**config.mk**
```make
export PLATFORM = sky130hd
export DESIGN_NAME = if_fetch_stage
export DESIGN_NICKNAME = d
export VERILOG_FILES = /design/src/rtl/if_fetch_stage.sv
export SDC_FILE = /design/constraint.sdc
export NUM_CORES = 1
export LEC_CHECK = 0
export ABC_AREA = 1
export CAP_MARGIN = 25
export CORE_MARGIN = 3
export CORE_UTILIZATION = 45
export DETAILED_ROUTE_END_ITERATION = 7
export DONT_BUFFER_PORTS = 1
export PLACE_DENSITY_LB_ADDON = 0.05
export SYNTH_ARGS = -nofsm -noshare
export SYNTH_HDL_FRONTEND = slang
export SYNTH_SLANG_ARGS = --single-unit
```
**constraint.sdc**
```tcl
create_clock -name clk -period 3 [get_ports clk]
set_clock_uncertainty 0.2 [all_clocks]
set_input_delay 0.15 -clock clk [delete_from_list [all_inputs] [get_ports clk]]
set_output_delay 0.15 -clock clk [all_outputs]
set_load 0.01 [all_outputs]
```
**src/rtl/if_fetch_stage.sv**
```systemverilog
// Instruction-fetch stage: owns the PC, drives the instruction-memory address and
// registers {PC, instruction, valid} into IF/ID; handles redirect, stall, halt and flush.
module if_fetch_stage #(
   parameter int unsigned PC_W  = 9,
   parameter int unsigned INS_W = 32
) (
   input  logic             clk,
   input  logic             reset,
   input  logic             PcSel,
   input  logic [31:0]      BrPC,
   input  logic             Halt,
   input  logic             Stall,
   input  logic [INS_W-1:0] Instr,
   output logic [PC_W-1:0]  ImemAddr,
   output logic [PC_W-1:0]  IF_PC,
   output logic [INS_W-1:0] IF_Instr,
   output logic             IF_Valid,
   output logic             Flush,
   output logic             Halted
);

   localparam int unsigned BR_W = 32;

   typedef enum logic [1:0] {
      S_BOOT   = 2'd0,
      S_RUN    = 2'd1,
      S_HALTED = 2'd2
   } state_e;

   state_e             state_q, state_d;
   logic [PC_W-1:0]    pc_q, pc_d;
   logic [PC_W-1:0]    if_pc_q, if_pc_d;
   logic [INS_W-1:0]   if_instr_q, if_instr_d;
   logic               if_valid_q, if_valid_d;
   logic               flush_c;
   logic [PC_W-1:0]    pc_inc;
   logic [PC_W-1:0]    redir_pc;
   logic               unused_brpc;

   // Upper target bits are dropped and the low two are forced to word alignment.
   assign redir_pc    = BrPC[PC_W-1:0] & ~PC_W'(3);
   assign pc_inc      = pc_q + PC_W'(4);
   assign unused_brpc = ^BrPC[BR_W-1:PC_W];

   always_ff @(posedge clk or negedge reset) begin
      if (!reset) begin
         state_q <= S_BOOT;
      end else begin
         state_q <= state_d;
      end
   end

   always_comb begin
      state_d = state_q;
      case (state_q)
         S_BOOT:   state_d = S_RUN;
         S_RUN:    if (PcSel && Halt) state_d = S_HALTED;
         S_HALTED: state_d = S_HALTED;
         default:  state_d = S_BOOT;
      endcase
   end

   // Datapath next values and flush; redirect has priority over stall in RUN.
   always_comb begin
      pc_d       = pc_q;
      if_pc_d    = if_pc_q;
      if_instr_d = if_instr_q;
      if_valid_d = if_valid_q;
      flush_c    = 1'b0;
      case (state_q)
         S_BOOT: begin
            if_pc_d    = '0;
            if_instr_d = Instr;
            if_valid_d = 1'b1;
            pc_d       = pc_inc;
         end
         S_RUN: begin
            flush_c = PcSel;
            if (PcSel) begin
               pc_d       = redir_pc;
               if_instr_d = '0;
               if_valid_d = 1'b0;
            end else if (!Stall) begin
               if_pc_d    = pc_q;
               if_instr_d = Instr;
               if_valid_d = 1'b1;
               pc_d       = pc_inc;
            end
         end
         S_HALTED: begin
            if_instr_d = '0;
            if_valid_d = 1'b0;
         end
         default: begin
            pc_d = pc_q;
         end
      endcase
   end

   always_ff @(posedge clk or negedge reset) begin
      if (!reset) begin
         pc_q       <= '0;
         if_pc_q    <= '0;
         if_instr_q <= '0;
         if_valid_q <= 1'b0;
      end else begin
         pc_q       <= pc_d;
         if_pc_q    <= if_pc_d;
         if_instr_q <= if_instr_d;
         if_valid_q <= if_valid_d;
      end
   end

   assign ImemAddr = pc_q;
   assign IF_PC    = if_pc_q;
   assign IF_Instr = if_instr_q;
   assign IF_Valid = if_valid_q;
   assign Flush    = flush_c;
   assign Halted   = (state_q == S_HALTED);

endmodule
```
Word level (Yosys, flattened, before mapping)
Index checks and enable logic that the tools add are counted.
{"block": "totals", "register_bits": 53, "input_bits": 69, "output_inout_bits": 53, "elab_cells": 34}
{"block": "classes", "addsub": 1, "n_eq_ne": 6, "n_mux": 15, "n_reduce_logical": 7}
{"operator": "$pmux 32 s3", "n": 1}
{"operator": "$mux 32", "n": 2}
{"operator": "$mux 9", "n": 4}
{"operator": "$pmux 9 s2", "n": 2}
{"operator": "$add 9x3->9 const B", "n": 1}
{"operator": "$ne 2x2->1 const B", "n": 3}
{"operator": "$pmux 2 s3", "n": 1}
{"operator": "$reduce_and 2->1", "n": 2}
{"operator": "$mux 1", "n": 3}
{"operator": "$ne 3x3->1 const B", "n": 1}
{"operator": "$pmux 1 s3", "n": 1}
{"operator": "$reduce_and 3->1", "n": 1}
{"operator": "$reduce_bool 3->1", "n": 1}
{"operator": "$eq 2x1->1 const B", "n": 1}
{"operator": "$eq 2x2->1 const B", "n": 1}
{"operator": "$logic_not 2->1", "n": 1}
{"operator": "$mux 2", "n": 1}
{"operator": "$reduce_bool 2->1", "n": 1}
{"operator": "$logic_and 1x1->1", "n": 1}

Logic depth before layout (Yosys ltp)
Gate-level depths: netlist (run 1).
{"block": "depth", "depth_word": 4, "depth_mapped": 10, "depth_no_buf": 9}

Worst setup path before layout (run 1)
No wires, ideal clock.
{"block": "synth_timing", "path_type": "register to register", "from": "reg state_q[1]", "to": "reg if_instr_q[23] (netlist: IF_Instr[23])", "setup_ns": 0.083, "arrival_time_ns": 1.397, "required_ns": 2.717, "setup_slack_ns": 1.320, "stages_incl_launch_ff": 11, "n_path_buf": 2, "period_less_slack_ns": 1.680, "cell_sequence": "dfrtp_1 inv_1 ha_1 inv_2 nor2_4 nand2_4 nand2_4 buf_12 buf_6 nand2_1 o21ai_0"}
{"block": "synth_via", "elab_chain_len": 3, "elab_cells_between_ends": 7, "classes_between": "3 x eq/ne; 1 x mux; 3 x reduce/logical"}
{"element": "from (decl)", "line": "30", "text": "state_e state_q, state_d;"}
{"element": "from (signal assigned)", "line": "49", "text": "state_q <= state_d;"}
{"element": "$eq 2x1->1 (tied with other cells)", "line": "70", "text": "case (state_q)"}
{"element": "$ne 3x3->1 (no line) or $reduce_bool 3->1 (tied branches)"}
{"element": "$reduce_and 2->1 (no line)"}
{"element": "to (signal assigned)", "line": "109", "text": "if_instr_q <= if_instr_d;"}
{"element": "to (decl)", "line": "33", "text": "logic [INS_W-1:0] if_instr_q, if_instr_d;"}
Several ways; a longest one is shown, not always the timed one.
A chain may end at the register's enable or synchronous reset.

Worst setup path in the final report (run 1)
{"block": "layout_timing", "from": "reg state_q[1]", "to": "reg state_q[1]"}
{"block": "layout_via", "elab_chain_len": 2, "elab_cells_between_ends": 5, "classes_between": "3 x eq/ne; 1 x mux; 1 x reduce/logical"}
{"element": "$eq 2x2->1 (tied with other cells)", "line": "55", "text": "case (state_q)"}
{"element": "$pmux 2 s3 or $ne 2x2->1 (tied branches)"}
Several ways; a longest one is shown, not always the timed one.

==> reports/qor_table.md, run 1 <==
| Stage | Item | Value |
|---|---|---|
| run status | Run status | complete, no violations |
| finish | Nets | 383 |
| cts | Root buffer selected by CTS | sky130_fd_sc_hd__clkbuf_8 |
| run | Max-cap viol count | 0 |
| global routing | Overall Global Routing Usage | 17.9% |
| power and ir drop | Leakage component of the power | 0.00136 uW |
| timing | Aggregate negative setup slack | 0 ns |
| cts | Sink count of the clock tree | 49 |
| global routing | Vias in the first global route | 1846 |
| power and ir drop | Sum of internal, switching and leakage power | 2870 uW |
| finish | Ratio of cells with drive above 1 in the final layout | 10.3% |
| placed design | Detailed placement HPWL | 3390 um |
| cts | Total of cells resized after clock tree synthesis | 0 |
| synthesis | Flip-flop and latch count after synthesis | 49 |
| global routing | Pin count of the biggest net entering global routing | 67 |
| synthesis | Sequential element share of the synthesized area | 51.5% |
| placed design | GPL Wtd Cong | 0.795 |
| cts | H-tree Lvls | 2 |
| routing | Wirelength, routed | 5230 um |
| timing | Relative slew slack | 53.5% |
| timing | Endpoints failing hold | 0 |
| global routing | Wire length of the first global-routing pass | 8780 um |
| synthesis | Average footprint of a synthesized cell | 8.76 um2 |
| finish | Storage cell area | 1230 um2 |
| cts | Clock latency reported for the late side of the worst-skew pair | 0.30 ns |
| cts | Bufs on Longest Clock Path | 2 |
| routing | Total number of vias | 1828 |
| timing | Post-layout min period | 2.38 ns |
| synthesis | Number of synthesis warnings | 0 |
| power and ir drop | Peak VDD IR | 0.465 mV |
| finish | Core Util, Final | 58.5% |
| synthesis | Post-synth cell types | 22 |
| cts | Total CTS buffers | 5 |
| routing | Via-to-Cell Ratio | 4.85 |
| timing | Count of final setup violators | 0 |
| timing | Worst slew pin tran | 0.698 ns |
| placed design | Standard cell area after detailed placement | 2320 um2 |
| finish | Design area | 2880 um2 |
| timing | Minimum hold slack | 0.0568 ns |
| finish | Multi-input logic area | 947 um2 |
| synthesis | Synthesized instance count | 272 |
| floorplanning | Die Ht | 78.8 um |
| cts | Clock transition at the registers of the reported paths | 0.09 ns |
| floorplanning | Die Wd | 78.8 um |
| timing | Tcrit/Tclk final | 79.3% |
| finish | Antenna diode count | 0 |
| min path | Path class of the lowest-slack min-delay path | in2reg |
| routing | Starting DRT DRC Count | 56 |
| placed design | Count of buffers from port buffering | 0 |
| timing | RSZ-0062 raised after global routing | no |
| floorplanning | I/O pin count | 122 |
| routing | First-pass iteration count of the detailed router | 4 |
| timing | Highest attainable clock frequency | 0.421 GHz |
| routing | Average wire per cell in the routed design | 13.9 um |
| routing | Post-detailed-route count of antenna-violating nets | 0 |
| power and ir drop | Power density normalized to cell area | 997 nW/um2 |
| synthesis | Post-synthesis instance area | 2380 um2 |
| global routing | Total grt overflow | 0 |
| floorplanning | Initial Utilization | 48.5% |
| routing | Remaining design rule violation count | 0 |
| timing | Number of slew-limit violations in the final report | 0 |
| worst setup path | Crit path kind | reg2reg |
| worst setup path | Critical-path maximum fanout | 33 |
| worst setup path | CP required | 2.98 ns |
| floorplanning | Die footprint | 6200 um2 |
| finish | Relative area change from synthesis to final layout | 20.7% |
| worst setup path | Worst Setup Start Kind | register |
| finish | FILL cells | 472 |
| floorplanning | Core Box Area | 4910 um2 |
| worst setup path | Arrival time worst endpoint | 2.36 ns |
| cts | Clock tree from TritonCTS | yes |
| global routing | Initial antenna violation count | 0 |
| floorplanning | Row cnt | 25 |
| worst setup path | Crit. End Element | register |
final timing paths:
path	startpoint	end	slack, ns	cells past startpoint
min in group asynchronous	reset	IF_Instr[22]$_DFFE_PN0P_	0.19	2
min reg2reg	IF_Instr[18]$_DFFE_PN0P_	IF_Instr[18]$_DFFE_PN0P_	0.35	2
min	Stall	ImemAddr[8]$_DFFE_PN0P_	0.06	4
max reg2reg	state_q[1]$_DFFE_PN0P_	state_q[1]$_DFFE_PN0P_	0.62	8
max in group asynchronous	reset	ImemAddr[4]$_DFFE_PN0P_	2.20	2
max	state_q[1]$_DFFE_PN0P_	state_q[1]$_DFFE_PN0P_	0.62	8
layout by cell type, fill, tap and decap left out:
master                          synthesis  final
sky130_fd_sc_hd__ha_1                   5      5
sky130_fd_sc_hd__o22ai_1                1      1
sky130_fd_sc_hd__clkbuf_8               0      6
sky130_fd_sc_hd__o21ai_1                3      3
sky130_fd_sc_hd__clkinv_2               0      1
sky130_fd_sc_hd__nand2_1               95     95
sky130_fd_sc_hd__o21bai_1               2      2
sky130_fd_sc_hd__dlygate4sd3_1          0     43
sky130_fd_sc_hd__o21ai_0               24     24
sky130_fd_sc_hd__nand2_4                3      3
sky130_fd_sc_hd__inv_1                 15     15
sky130_fd_sc_hd__nor2_4                 1      1
sky130_fd_sc_hd__inv_2                  2      2
sky130_fd_sc_hd__nor2_1                18     18
sky130_fd_sc_hd__conb_1                 1      4
sky130_fd_sc_hd__nand3_1               17     17
sky130_fd_sc_hd__clkinv_4               0      1
sky130_fd_sc_hd__a21oi_1                2      2
sky130_fd_sc_hd__buf_16                 0      1
sky130_fd_sc_hd__o21ai_2               17     17
sky130_fd_sc_hd__dfrtp_1               49     49
stage by stage:
step                setup slack [ns]  cells
floorplan                       1.32    275
global placement               0.816    325
detailed placement             0.739    325
CTS                            0.614    377
global route                   0.410    377
finish                         0.622    377
critical path, cell delays in order, from the launching register on:
cell	delay [ns]
sky130_fd_sc_hd__dfrtp_1	0.40
sky130_fd_sc_hd__inv_1	0.11
sky130_fd_sc_hd__ha_1	0.26
sky130_fd_sc_hd__inv_2	0.08
sky130_fd_sc_hd__nor2_4	0.18
sky130_fd_sc_hd__inv_2	0.06
sky130_fd_sc_hd__nand2_4	0.28
sky130_fd_sc_hd__o22ai_1	0.12
sky130_fd_sc_hd__dlygate4sd3_1	0.57
final cells by class:
cell class	instances	area share (%)
clock buffer	6	2.87
clock inverter	2	0.479
timing repair buffer	44	15.9
tap	67	2.92
multi-input combinational	192	32.9
sequential	49	42.6
inverter	17	2.22
sequential cells by signal, indices dropped and copies added, names as in the netlist:
register  flops
IF_Instr     32
ImemAddr      7
IF_PC         7
state_q       2
IF_Valid      1
synth_stat cells (all sizes together):
master / count / area [um2]
nor2: 19 / 78.8
ha: 5 / 62.6
o21ai: 44 / 284
dfrtp: 49 / 1230
conb: 1 / 3.75
nand3: 17 / 85.1
o22ai: 1 / 6.26
clkbuf: 3 / 13.8
nand2: 98 / 390
buf: 14 / 143
o21bai: 2 / 15.0
a21oi: 2 / 10.0
inv: 17 / 63.8
power breakdown:
| part | switching [uW] | internal [uW] |
|---|---|---|
| clock | 217 | 187 |
| combinational | 759 | 409 |
| sequential | 349 | 944 |
cell families (layout without fill, tap and decap cells):
| family | after synthesis | count (layout) | synth area share, % |
|---|---|---|---|
| AO/OA/AOI/OAI | 49 | 49 | 13.2 |
| adder cells (fa/ha/maj) | 5 | 5 | 2.63 |
| buffers and inverters | 34 | 69 | 9.24 |
| flip-flops | 49 | 49 | 51.5 |
| other | 1 | 4 | 0.157 |
| AND/OR/NAND/NOR | 134 | 134 | 23.3 |
routing by layer:
metal | part of all wire, % | GRT usage [%] | vias to the layer above
met3 | 8.5 | 6.24 | 7
li1 | - | - | 936
met4 | 1.2 | 5.42 | 0
met2 | 49 | 29.4 | 66
met1 | 41 | 22.2 | 819
met5 | 0 | 0 | -
repair_timing:
action                                 CTS  global route
setup endpoints to repair                0             0
endpoints found under the hold margin   91             0
buffers inserted                         0             0
hold buffers                            44             0
Note: power is estimated with default switching activity, not from simulation.
==> run 2: changes to the inputs <==
Settings changed: ABC_AREA 1 to 0.
Clock period 3 ns to 2.5 ns, I/O delays scaled along.
==> reports/qor_table.md, run 2 <==
| Stage | Item | Value |
|---|---|---|
| power and ir drop | Peak VDD IR | 0.818 mV |
| finish | Design area | 2910 um2 |
| timing | Highest attainable clock frequency | 0.483 GHz |
| synthesis | Post-synthesis instance area | 2300 um2 |
| floorplanning | Die Ht | 77.5 um |
| finish | FILL cells | 430 |
| placed design | Count of buffers from port buffering | 0 |
| worst setup path | Arrival time worst endpoint | 2.05 ns |
| cts | Clock latency reported for the late side of the worst-skew pair | 0.30 ns |
| timing | Post-layout min period | 2.07 ns |
| timing | Number of slew-limit violations in the final report | 0 |
| synthesis | Number of enable-type register cells in the synthesized netlist | 0 |
| routing | Starting DRT DRC Count | 105 |
| cts | Post-CTS Repair Setup Buffers | 0 |
| run | Max-cap viol count | 0 |
| timing | Endpoints failing hold | 0 |
| routing | Wirelength, routed | 5500 um |
| synthesis | Sequential element share of the synthesized area | 53.3% |
| timing | Count of final setup violators | 0 |
| cts | Root buffer selected by CTS | sky130_fd_sc_hd__clkbuf_8 |
| placed design | GPL Wtd Cong | 0.762 |
| cts | Bufs on Longest Clock Path | 2 |
| floorplanning | Die footprint | 6010 um2 |
| synthesis | Async SR Flop Fraction | 100% |
| timing | Aggregate negative setup slack | 0 ns |
| finish | Leading cell type in the layout, fill and taps excluded | sky130_fd_sc_hd__nand2_1 |
| power and ir drop | Leakage component of the power | 0.00129 uW |
| finish | Antenna diode count | 0 |
| floorplanning | Die Wd | 77.5 um |
| placed design | Standard cell area after detailed placement | 2350 um2 |
| synthesis | Share of Yosys cell area claimed by the top area cell type | 53.3% |
| synthesis | Flip-flop and latch count after synthesis | 49 |
| finish | Nets | 362 |
| floorplanning | Core Box Area | 4820 um2 |
| floorplanning | Row cnt | 25 |
| synthesis | Top cells by count, synth | 78 x sky130_fd_sc_hd__nand2_1, 49 x sky130_fd_sc_hd__dfrtp_1, 30 x sky130_fd_sc_hd__o21ai_1 |
| routing | Average wire per cell in the routed design | 15.5 um |
| cts | Total of cells resized after clock tree synthesis | 0 |
| min path | Path class of the lowest-slack min-delay path | in2reg |
| power and ir drop | Power density normalized to cell area | 1230 nW/um2 |
| synthesis | Most common cell in the netlist | sky130_fd_sc_hd__nand2_1 |
| synthesis | Cell type with the largest total area after synthesis | sky130_fd_sc_hd__dfrtp_1 |
| cts | Clock tree from TritonCTS | yes |
| synthesis | Main synth FF type | sky130_fd_sc_hd__dfrtp_1 |
| worst setup path | Critical-path maximum fanout | 9 |
| cts | Total CTS buffers | 5 |
| global routing | Overall Global Routing Usage | 18.8% |
| worst setup path | Crit path kind | reg2reg |
| timing | RSZ-0062 raised after global routing | no |
| global routing | Total grt overflow | 0 |
| finish | Flip-flop count of the largest register, all copies and words added | 32 |
| routing | Remaining design rule violation count | 0 |
| synthesis | Number of synthesis warnings | 0 |
| synthesis | Largest cells by area after synthesis | sky130_fd_sc_hd__dfrtp_1 53%, sky130_fd_sc_hd__nand2_1 13%, sky130_fd_sc_hd__o21ai_1 6.5% |
| global routing | Pin count of the biggest net entering global routing | 50 |
| floorplanning | I/O pin count | 122 |
| synthesis | Average footprint of a synthesized cell | 9.35 um2 |
| global routing | Initial antenna violation count | 0 |
| placed design | Detailed placement HPWL | 3430 um |
| global routing | Wire length of the first global-routing pass | 8990 um |
| floorplanning | Initial Utilization | 47.8% |
| synthesis | Post-synth cell types | 35 |
| routing | First-pass iteration count of the detailed router | 4 |
| worst setup path | CP required | 2.47 ns |
| worst setup path | Worst Setup Start Kind | register |
| cts | Hold-fix buffers, CTS | 44 |
| finish | Ratio of cells with drive above 1 in the final layout | 7.29% |
| synthesis | Synthesized instance count | 246 |
| finish | Relative area change from synthesis to final layout | 26.6% |
| routing | Post-detailed-route count of antenna-violating nets | 0 |
| routing | Via-to-Cell Ratio | 4.99 |
| cts | H-tree Lvls | 2 |
| cts | Sink count of the clock tree | 49 |
| finish | Commonest cells after routing, fill and taps aside | 78 x sky130_fd_sc_hd__nand2_1, 49 x sky130_fd_sc_hd__dfrtp_1, 43 x sky130_fd_sc_hd__dlygate4sd3_1, 30 x sky130_fd_sc_hd__o21ai_1, 15 x sky130_fd_sc_hd__o21ai_0 |
| run status | Run status | complete, no violations |
| worst setup path | Crit. End Element | register |
| timing | Tcrit/Tclk final | 82.9% |
| global routing | Vias in the first global route | 1807 |
| routing | Total number of vias | 1773 |
| cts | Clock transition at the registers of the reported paths | 0.09 ns |
==> run 2: final timing paths <==
path / from / to / slack, ns / depth (start not counted)
max: state_q[1]$_DFFE_PN0P_ / ImemAddr[4]$_DFFE_PN0P_ / 0.43 / 7
min: PcSel / ImemAddr[4]$_DFFE_PN0P_ / 0.03 / 3
max reg2reg: state_q[1]$_DFFE_PN0P_ / ImemAddr[4]$_DFFE_PN0P_ / 0.43 / 7
min reg2reg: IF_Instr[5]$_DFFE_PN0P_ / IF_Instr[5]$_DFFE_PN0P_ / 0.36 / 2
max in group asynchronous: reset / IF_Instr[20]$_DFFE_PN0P_ / 1.71 / 2
min in group asynchronous: reset / IF_Instr[28]$_DFFE_PN0P_ / 0.17 / 2
==> run 2: final cells by class <==
type                       instances  area [um2]  share of cell area [%]
inverter                           5        21.3                   0.730
clock buffer                       5        68.8                    2.36
multi-input combinational        179         953                    32.7
timing repair buffer              48         526                    18.0
tap                               67        83.8                    2.88
sequential                        49        1230                    42.1
clock inverter                     2        35.0                    1.20
==> run 2: worst max-delay path: stages (launching register included) <==
cell	delay (ns)
sky130_fd_sc_hd__dfrtp_1	0.40
sky130_fd_sc_hd__inv_1	0.08
sky130_fd_sc_hd__ha_1	0.29
sky130_fd_sc_hd__buf_4	0.20
sky130_fd_sc_hd__nor2_2	0.36
sky130_fd_sc_hd__nor2b_2	0.15
sky130_fd_sc_hd__o21a_1	0.14
sky130_fd_sc_hd__a2bb2oi_1	0.12
==> run 2: per-layer routing <==
metal | GRT usage [%] | part of all wire (%) | routed length, um | vias to the layer above
met5 | 0 | 0 | 0 | -
met1 | 25.5 | 45 | 2480 | 808
li1 | - | - | - | 898
met2 | 29.6 | 47 | 2580 | 61
met3 | 5.45 | 6.9 | 377 | 6
met4 | 4.80 | 0.98 | 54 | 0
==> run 2: stage by stage <==
stage               hold slack, ns  util, %  power, uW  std cells  worst slack [ns]
floorplan                   -0.371        -       2620        249             0.818
global placement            -0.369     48.8       2960        304             0.445
detailed placement          -0.369     48.8       2990        304             0.467
CTS                        0.00345     60.5       3620        355             0.442
global route                0.0327     60.5       3910        355             0.292
finish                      0.0305     60.5       3590        355             0.428
==> run 2: cells by family (layout without fill, tap and decap cells) <==
| family | count (synthesis) | in the layout | share of synthesized area [%] |
|---|---|---|---|
| mux | 12 | 12 | 5.33 |
| flops | 49 | 49 | 53.3 |
| compound gates | 60 | 60 | 14.5 |
| other cells | 1 | 4 | 0.163 |
| buf+inv | 21 | 60 | 5.87 |
| xor+xnor | 2 | 2 | 0.761 |
| fa+ha+maj | 5 | 5 | 2.72 |
| simple gates | 96 | 96 | 17.3 |
==> run 2: report_power, final <==
group	internal, uW	leakage (uW)	switching [uW]
registers	1140	0.000625	472
clock network	291	0.0000540	250
logic	611	0.000613	833
